[config.mk]
export PLATFORM = sky130hd
export DESIGN_NAME = dmem_arbiter
export DESIGN_NICKNAME = d
export VERILOG_FILES = /design/src/rtl/dmem_arbiter.sv
export SDC_FILE = /design/constraint.sdc
export NUM_CORES = 1
export LEC_CHECK = 0
export CORE_UTILIZATION = 42
export CTS_CLUSTER_DIAMETER = 40
export DETAILED_ROUTE_END_ITERATION = 7
export PLACE_DENSITY = 0.86
export SYNTH_ARGS = -nofsm -noshare
export SYNTH_HDL_FRONTEND = slang
export SYNTH_SLANG_ARGS = --single-unit
[constraint.sdc]
create_clock -name clk -period 5.6 [get_ports clk]
set_input_delay 1.12 -clock clk [delete_from_list [all_inputs] [get_ports clk]]
set_output_delay 1.12 -clock clk [all_outputs]
set_load 0.005 [all_outputs]
[src/rtl/dmem_arbiter.sv]
// Two-port arbiter/sequencer in front of the 64-byte big-endian data memory.
// Define DMEM_ARB_RR_EN for round-robin arbitration instead of fixed priority.
module dmem_arbiter #(
  parameter int DEPTH      = 64,
  parameter bit PORT1_HOLD = 1'b0
) (
  input  logic        clk,
  input  logic        Reset,
  input  logic        req0,
  input  logic        we0,
  input  logic [31:0] addr0,
  input  logic [31:0] wdata0,
  output logic [31:0] rdata0,
  output logic        ack0,
  output logic        err0,
  input  logic        req1,
  input  logic        we1,
  input  logic [31:0] addr1,
  input  logic [31:0] wdata1,
  output logic [31:0] rdata1,
  output logic        ack1,
  output logic        err1,
  output logic [31:0] mem_DAddr,
  output logic [31:0] mem_DataIn,
  output logic        mem_RD,
  output logic        mem_WR,
  input  logic [31:0] mem_DataOut,
  output logic        busy
);
  localparam logic [1:0] IDLE   = 2'd0;
  localparam logic [1:0] ACCESS = 2'd1;
  localparam logic [1:0] RESP   = 2'd2;
  localparam logic [31:0] LAST_A = 32'(DEPTH - 4);

  typedef struct packed {
    logic        id;
    logic        we;
    logic        valid;
    logic [31:0] addr;
    logic [31:0] wdata;
  } req_t;

  logic [1:0]  state_q;
  req_t        req_q, req_d;
  logic        win_d;
  logic        last1_q;
  logic [1:0]  ack_q, err_q;
  logic [31:0] rdata0_q, rdata1_q;

`ifdef DMEM_ARB_RR_EN
  logic ptr_q;
`endif

  always_comb begin
    win_d = ~req0;
`ifdef DMEM_ARB_RR_EN
    if (req0 && req1) win_d = ptr_q;
`endif
    // A port-1 burst keeps the grant until req1 drops in IDLE.
    if (PORT1_HOLD && last1_q && req1) win_d = 1'b1;
  end

  always_comb begin
    req_d.id    = win_d;
    req_d.we    = win_d ? we1    : we0;
    req_d.addr  = win_d ? addr1  : addr0;
    req_d.wdata = win_d ? wdata1 : wdata0;
    req_d.valid = (req_d.addr[1:0] == 2'b00) && (req_d.addr <= LAST_A);
  end

  always_ff @(posedge clk or posedge Reset) begin
    if (Reset) begin
      state_q  <= IDLE;
      req_q    <= '0;
      last1_q  <= 1'b0;
      ack_q    <= '0;
      err_q    <= '0;
      rdata0_q <= '0;
      rdata1_q <= '0;
    end else begin
      case (state_q)
        IDLE: if (req0 || req1) begin
          req_q   <= req_d;
          last1_q <= win_d;
          state_q <= ACCESS;
        end
        ACCESS: begin
          if (req_q.valid && !req_q.we) begin
            if (req_q.id) rdata1_q <= mem_DataOut;
            else          rdata0_q <= mem_DataOut;
          end
          ack_q[req_q.id] <= 1'b1;
          err_q[req_q.id] <= ~req_q.valid;
          state_q         <= RESP;
        end
        RESP: begin
          ack_q   <= '0;
          err_q   <= '0;
          state_q <= IDLE;
        end
        default: state_q <= IDLE;
      endcase
    end
  end

`ifdef DMEM_ARB_RR_EN
  always_ff @(posedge clk or posedge Reset) begin
    if (Reset)                               ptr_q <= 1'b0;
    else if (state_q == IDLE && (req0 || req1)) ptr_q <= ~win_d;
  end
`endif

  // Strobes decode straight from state so an async reset kills mem_WR before the falling edge.
  assign mem_RD     = (state_q == ACCESS) && req_q.valid && !req_q.we;
  assign mem_WR     = (state_q == ACCESS) && req_q.valid &&  req_q.we;
  assign mem_DAddr  = req_q.addr;
  assign mem_DataIn = req_q.wdata;
  assign busy       = (state_q != IDLE);
  assign ack0       = ack_q[0];
  assign ack1       = ack_q[1];
  assign err0       = err_q[0];
  assign err1       = err_q[1];
  assign rdata0     = rdata0_q;
  assign rdata1     = rdata1_q;
endmodule

== Word level (Yosys, flattened, before mapping) ==
Cells that the tools add are included.

* Flip-flop bits (word level): 137
* Latch bits: 0
* RAM bits: 0
* ROM bits: 0
* Output and inout bits: 135
* Logic and storage cells: 45
* Memories: 0

* Add/subtract/negate cells: 0
* Multipliers: 0
* Divide/modulo/power cells: 0
* Magnitude comparators: 3
* Eq/ne operators: 3
* Shift-type cells: 0
* Multiplexer cells: 10
* Bitwise operators: 4
* Reduce and logical (&&, ||, !) cells: 15

{| class="wikitable"
|+ Operators with widths
! kind !! count
|-
| 32-bit two-way mux || 2
|-
| 32-bit by 6-bit <= comparator with 1-bit output, second input constant || 1
|-
| 2-bit case mux with 2 select lines || 3
|-
| 1-bit logical AND || 6
|-
| 3-bit AND reduction || 2
|-
| 2-bit logical NOT || 2
|-
| 2-bit nonzero test || 2
|-
| 1-bit inverter || 3
|-
| 2-bit bitwise mux || 1
|-
| 2-bit by 1-bit equality test with 1-bit output, second input constant || 1
|-
| 2-bit equality test, second input constant || 1
|-
| 1-bit by 2-bit less-than comparator with 1-bit output, second input constant || 1
|-
| 1-bit two-way mux || 2
|-
| 2-bit two-way mux || 1
|-
| 2-bit != test, second input constant || 1
|-
| 2-bit OR || 1
|-
| 2-bit AND reduction || 1
|-
| 1-bit demux with 1-bit select || 1
|-
| 1-bit >= comparator, second input constant || 1
|-
| 1-bit logical NOT || 1
|-
| 1-bit logical OR || 1
|}

== Longest topological paths before layout ==
Gate-level depths: netlist of the first run.

* Word-level depth: 6
* Depth in mapped cells: 7
* Mapped depth without buffers: 6

== Worst setup path after synthesis of the first run ==
Ideal clock, no wire load.

* Path type: input-to-reg
* Start: in addr1[9]
* End: reg req_q[64] (netlist name)
* Setup time: 0.065 ns
* Data arrival time: 1.979 ns
* Data required time: 5.535 ns
* Slack: 3.556 ns
* Stages: 4
* Path buffers: 0
* Cells stage by stage: or4_4 nor4_2 o21ai_1 nand2_1

* Cells in the longest elaborated chain, start to end: 3

{| class="wikitable"
|+ RTL lines
! what !! RTL line !! text
|-
| from (decl) || 18 || <nowiki>input logic [31:0] addr1,</nowiki>
|-
| 32-bit two-way mux || 66 || <nowiki>req_d.addr = win_d ? addr1 : addr0;</nowiki>
|-
| 32-bit by 6-bit <= comparator with 1-bit output || 68 || <nowiki>req_d.valid = (req_d.addr[1:0] == 2'b00) && (req_d.addr <= LAST_A);</nowiki>
|-
| 1-bit logical AND || 68 ||
|-
| to (signal assigned) || 83 || <nowiki>req_q <= req_d;</nowiki>
|-
| to (decl) || 44 || <nowiki>req_t req_q, req_d;</nowiki>
|}

No other way between the ends.
A chain may end at the register's enable or synchronous reset.

== Final worst setup path of the first run ==
* Start: reg state_q[1]
* End: out mem_RD

* Cells in the longest elaborated chain, start to end: 3

{| class="wikitable"
|+ RTL lines
! what !! RTL line !! text
|-
| from (decl) || 43 || <nowiki>logic [1:0] state_q;</nowiki>
|-
| from (signal assigned) || 73 || <nowiki>state_q <= IDLE;</nowiki>
|-
| from (signal assigned) || 85 || <nowiki>state_q <= ACCESS;</nowiki>
|-
| from (signal assigned) || 94 || <nowiki>state_q <= RESP;</nowiki>
|-
| 2-bit by 1-bit equality test with 1-bit output || 114 || <nowiki>assign mem_RD = (state_q == ACCESS) && req_q.valid && !req_q.we;</nowiki>
|-
| 1-bit logical AND (2 in a row) || 114 ||
|-
| to (decl) || 25 || <nowiki>output logic mem_RD,</nowiki>
|}

No other way between the ends.

==> flow_summary.ini, run 1 <==
[outcome]
status = complete, no violations

[critical_path]
cp.arrival_ps = 1820
startpoint = state_q[1]$_DFFE_PP0P_
cp-end-kind = output port
reg2reg_to = rdata1[19]$_DFFE_PP0P_
crit_path_start_kind = flop
crit_type = reg -> out
cp_max_fo = 3
ff2ff_setup_slack_ps = 3430
worstRegToRegCells = 6
cp.required_ps = 4480
worstReg2RegStart = state_q[1]$_DFFE_PP0P_

[yosys]
synthArstFlopShare_pct = 100
synth_edf_count = 0
ys_types = 31
yosysMostFrequentCell = dfrtp_1
netlist_area_um2 = 6530
synth_top_cells_by_count = dfrtp_1 (137), nand2_1 (71), buf_4 (70)
postSynthCellCount = 544
syn_area_per_cell_um2 = 12.0
ys_warn_count = 0
synth.net_count = 713
ys_seq_elements = 137
synth_top_area_cell = dfrtp_1
netlist.area_leader.share_pct = 52.5
ys_seq_area_share_pct = 52.5
synthFlopType = dfrtp_1
yosys-top-cells-area = dfrtp_1 (53%), mux2i_1 (10%), buf_4 (8.1%), mux2_4 (6.9%), mux2_2 (5.5%)

[final_layout]
final_nets = 944
multi_input_area_um2 = 2400
drive_gt1_share_pct = 13.6
diodes = 0
fill_cells = 1192
register_area_um2 = 3430
final_cells = 976
area_growth_syn_to_layout_pct = 49.7

[clock_tree]
clock_path_buffers = 2
root_buffer = clkbuf_16
cts_tree = done
clkSlewWorstSetupHoldPaths_ps = 60
htreeDepth = 4
cts.sinks = 137
cts_made_buffers = 17
clk_latency_ps = 410
ctsHoldBuffers = 0
cts_resized = 0
post_cts_buffers = 0

[sta]
rsz0062_at_grt = false
finalCritPeriodShare_pct = 52.6
finalSetupTns_ps = 0
finalMaxSlewViolations = 0
relSlewSlack_pct = 26.7
hold_viol_final = 0
finalSetupViolCount = 0
skew_ps = 8.53
fmax_ghz = 0.340
worstMarginPinSlew_ps = 1100
period_minus_slack_ps = 2940

[pwr]
leakage_nw = 4.41
irDropWorstVdd_mv = 0.277
power_density_nw_per_um2 = 391

[global_routing]
grt_pass1_wl_mm = 25.8
grt_max_degree = 103
grt_pass1_vias = 4866
grt_use_total_pct = 21.1
grt_overflow = 0
antenna_found_initial = 0

[floorplanning]
die_x_um = 127
row_count = 45
fp.dieH_um = 127
ios = 301
core-area_um2 = 15200
initial_core_util_pct = 42.9
die_area_um2 = 16000

[worst_hold_path]
min_path_type = reg -> reg
hold_path_startpoint = mem_DAddr[28]$_DFFE_PP0P_
hold_depth = 2
hold_path_end = mem_DAddr[28]$_DFFE_PP0P_

[job]
maxCapViolCount = 0

[routing]
vias_per_cell = 4.87
drtPass1Iterations = 4
dr.first_iter.drc_count = 166
drt.antenna.violating_nets = 0
num_vias = 4755
wl_per_cell_um = 17.1
drc = 0
wirelength_mm = 16.7

[placed_design]
port_buffers = 300
gp_congestion = 0.794
hpwl_mm = 12.6
numPlacedInstances = 944
[worst max-delay path: stages (launching register included)]
cell             delay [ps]
dfrtp_1                 380
inv_1                    90
ha_1                    190
nand2_2                 100
nor2_4                  110
clkdlybuf4s50_1         540
[power by group]
group / internal, W / switching, W
logic: 0.000705 / 0.000511
registers: 0.00126 / 0.000158
clock network: 0.000721 / 0.000470
[layout by cell type, fill, tap and decap left out, types with 2 or more instances in the layout]
cell type	n
a21oi_1	5
inv_6	4
nand2_1	71
mux2_1	2
buf_4	4
o22ai_1	2
clkbuf_16	17
inv_8	5
clkinvlp_4	2
nor4b_1	2
o21ai_1	5
mux2i_1	67
inv_1	6
nand2_2	2
clkinv_4	2
dfrtp_1	137
bufinv_16	3
clkdlybuf4s50_1	299
o21ai_0	63
ha_1	3
nand4_1	2
mux2_2	32
mux2_4	30
nor4_1	11
[cell type report]
cell class / count / area share, %
inverter: 7 / 0.320
clock inverter: 15 / 2.10
tap: 188 / 2.41
multi-input combinational: 308 / 24.6
timing repair buffer: 304 / 31.2
sequential: 137 / 35.1
clock buffer: 17 / 4.36
[cell families (layout without fill, tap and decap cells)]
family | Yosys count | after routing | share of synthesized area [%]
AO/OA/AOI/OAI | 76 | 76 | 6.04
adder cells (fa/ha/maj) | 3 | 3 | 0.575
buffers and inverters | 99 | 343 | 10.7
flip-flops | 137 | 137 | 52.5
multiplexers | 131 | 131 | 23.0
AND/OR/NAND/NOR | 98 | 98 | 7.11
[state kept, by name, indices dropped and copies added (netlist names)]
signal and count:
err_q 2, state_q 2, mem_DataIn 32, mem_DAddr 32, ack_q 2, rdata1 32, req_q 3, rdata0 32
[metrics by stage]
stage	utilization, %	worst slack [ps]	hold WS (ps)	instance area [um^2]	total power [W]
floorplan	-	812	451	6530	0.00218
global route	64.3	2520	495	9770	0.00405
global placement	60.1	2430	461	9140	0.00263
finish	64.3	2660	476	9770	0.00382
detailed placement	60.1	2380	469	9140	0.00267
CTS	64.3	2620	483	9770	0.00388
[how the worst max path moves through the flow]
stage,end,slack (ps)
floorplan,ack_q[0]$_DFFE_PP0P_,810
global placement,req_q[64]$_DFFE_PP0P_,2430
detailed placement,req_q[64]$_DFFE_PP0P_,2380
CTS,mem_RD,2620
global route,mem_RD,2520
finish,mem_RD,2660
[metal layers]
metal	GRT usage, %	up-vias	share of wire, %
met1	23.4	2247	39
met3	8.39	16	8.3
met5	0	-	0
met4	5.46	0	1.4
met2	37.8	205	51
li1	-	2287	-
Note: power is estimated with default switching activity, not from simulation.
==> run 2: changes to the inputs <==
Settings changed: CORE_UTILIZATION 42 to 38, PLACE_DENSITY 0.86 to 0.83.
Clock period 5.6 ns to 2.7 ns, I/O delays scaled along.
==> run 2 against run 1 <==
Final area grew 0.69%. Sequential share of layout area shrank 0.24 points. Final cell count grew 3.7%. Combinational power grew 110%. Worst hold slack gained 1.1 ps. Clock skew shrank 0.86 ps. Largest power group unchanged.
==> flow_summary.ini, run 2 (same netlist as run 1, synthesis figures left out) <==
[outcome]
status = complete, no violations

[placed_design]
gp_congestion = 0.756
dpl_worst_slack_ps = 560
port_buffers = 300
hpwl_mm = 12.6

[sta]
skew_ps = 7.67
rsz0062_at_grt = false
fmax_ghz = 0.423
worstMarginPinSlew_ps = 562
relSlewSlack_pct = 62.2
worst_hold_slack_ps = 477
period_minus_slack_ps = 2360
finalSetupTns_ps = 0
hold_viol_final = 0
finalMaxSlewViolations = 0
finalSetupViolCount = 0
finalCritPeriodShare_pct = 87.5
fin_ws_ps = 337

[clock_tree]
cts_tree = done
clk_latency_ps = 410
cts_resized = 0
clock_path_buffers = 2
post_cts_buffers = 0
cts_made_buffers = 17
ctsHoldBuffers = 0
clkSlewWorstSetupHoldPaths_ps = 60
cts.sinks = 137
root_buffer = clkbuf_16
htreeDepth = 4

[routing]
wl_per_cell_um = 16.5
num_vias = 4776
vias_per_cell = 4.72
wirelength_mm = 16.7
dr.first_iter.drc_count = 127
drtPass1Iterations = 6
drc = 0
drt.antenna.violating_nets = 0

[pwr]
combPwrFrac_pct = 32.7
irDropWorstVdd_mv = 0.434
intPower_w = 0.00539
seqPwrFrac_pct = 37.9
p_sw_share_pct = 30.2
p_sw_w = 0.00233
power_frac_clock_pct = 29.4
leakage_nw = 4.42
power_density_nw_per_um2 = 785

[critical_path]
cpMaxStageDelayCell = clkdlybuf4s50_1
cp.arrival_ps = 1820
crit_type = reg -> out
crit_path_start_kind = flop
cp_slowest_stage_delay_ps = 520
cp.required_ps = 2160
worstRegToRegCells = 6
cp_max_fo = 3
worstPathCellList = inv_1 > ha_1 > nand2_2 > nor2_4 > clkdlybuf4s50_1
cp-end-kind = output port

[final_layout]
diodes = 0
final_nets = 948
layout_commonest_cell = clkdlybuf4s50_1
drive_gt1_share_pct = 14.0
fin_util_pct = 58.9
fill_cells = 1390
layout_common_cells = clkdlybuf4s50_1 (299), dfrtp_1 (137), nand2_1 (71)
area_growth_syn_to_layout_pct = 50.7

[floorplanning]
core-area_um2 = 16700
die_area_um2 = 17700
ios = 301
die_x_um = 133
fp.dieH_um = 133
row_count = 47
initial_core_util_pct = 39.1

[global_routing]
grt_pass1_wl_mm = 26.7
grt_use_total_pct = 19.7
grt_pass1_vias = 5042
grt_overflow = 0
grt_max_degree = 85
antenna_found_initial = 0

[worst_hold_path]
min_path_type = reg -> reg
hold_depth = 2

[job]
maxCapViolCount = 0
run 2: changes by cell type in the layout (fill, tap and decap cells not counted), sizes merged:
cell,previous run,this run
buf,5,9
clkinvlp,2,3
bufinv,3,1
clkinv,2,3
run 2: power by group through the flow:
stage	registers (W)	logic, W	clock network (W)
finish	0.00292	0.00253	0.00227
global route	0.00300	0.00280	0.00243
CTS	0.00293	0.00257	0.00233
detailed placement	0.00296	0.00256	0
global placement	0.00294	0.00251	0
floorplan	0.00289	0.00164	0
run 2: cell type report:
class                           count  area (um^2)  share of cell area, %
Sequential cell                   137         3430                   34.9
Timing Repair Buffer              308         3120                   31.8
Multi-Input combinational cell    308         2400                   24.4
Clock buffer                       17          425                   4.33
Tap cell                          220          275                   2.80
Clock inverter                     15          154                   1.56
Inverter                            7         30.0                  0.305
run 2: worst paths after layout:
check	end	start	slack [ps]
worst min register to register	mem_DAddr[24]$_DFFE_PP0P_	mem_DAddr[24]$_DFFE_PP0P_	480
max in group asynchronous	mem_DAddr[27]$_DFFE_PP0P_	Reset	1760
min in group asynchronous	rdata0[8]$_DFFE_PP0P_	Reset	620
worst max-delay path	mem_RD	state_q[1]$_DFFE_PP0P_	340
worst min-delay path	mem_DAddr[24]$_DFFE_PP0P_	mem_DAddr[24]$_DFFE_PP0P_	480
worst max register to register	rdata0[13]$_DFFE_PP0P_	state_q[1]$_DFFE_PP0P_	860
run 2: stage by stage:
step,cell area [um^2],power (W),instances
after detailed placement,9260,0.00552,980
after global routing,9840,0.00823,1012
final,9840,0.00772,1012
after CTS,9840,0.00784,1012
after global placement,9260,0.00545,980
after floorplan,6530,0.00452,544
run 2: metal layers:
| metal | wire length [um] | vias to the layer above | track usage (%) |
|---|---|---|---|
| met4 | 206 | 0 | 6.13 |
| met3 | 1480 | 15 | 6.90 |
| met2 | 8240 | 214 | 33.6 |
| met1 | 6740 | 2257 | 23.2 |
| li1 | - | 2290 | - |
| met5 | 0 | - | 0 |
run 2: worst max-delay path, delay by kind of cell (launching register included):
kind	cells	cell delay [ps]
flops	1	380
fa+ha+maj	1	190
simple gates	2	220
buf+inv	2	610
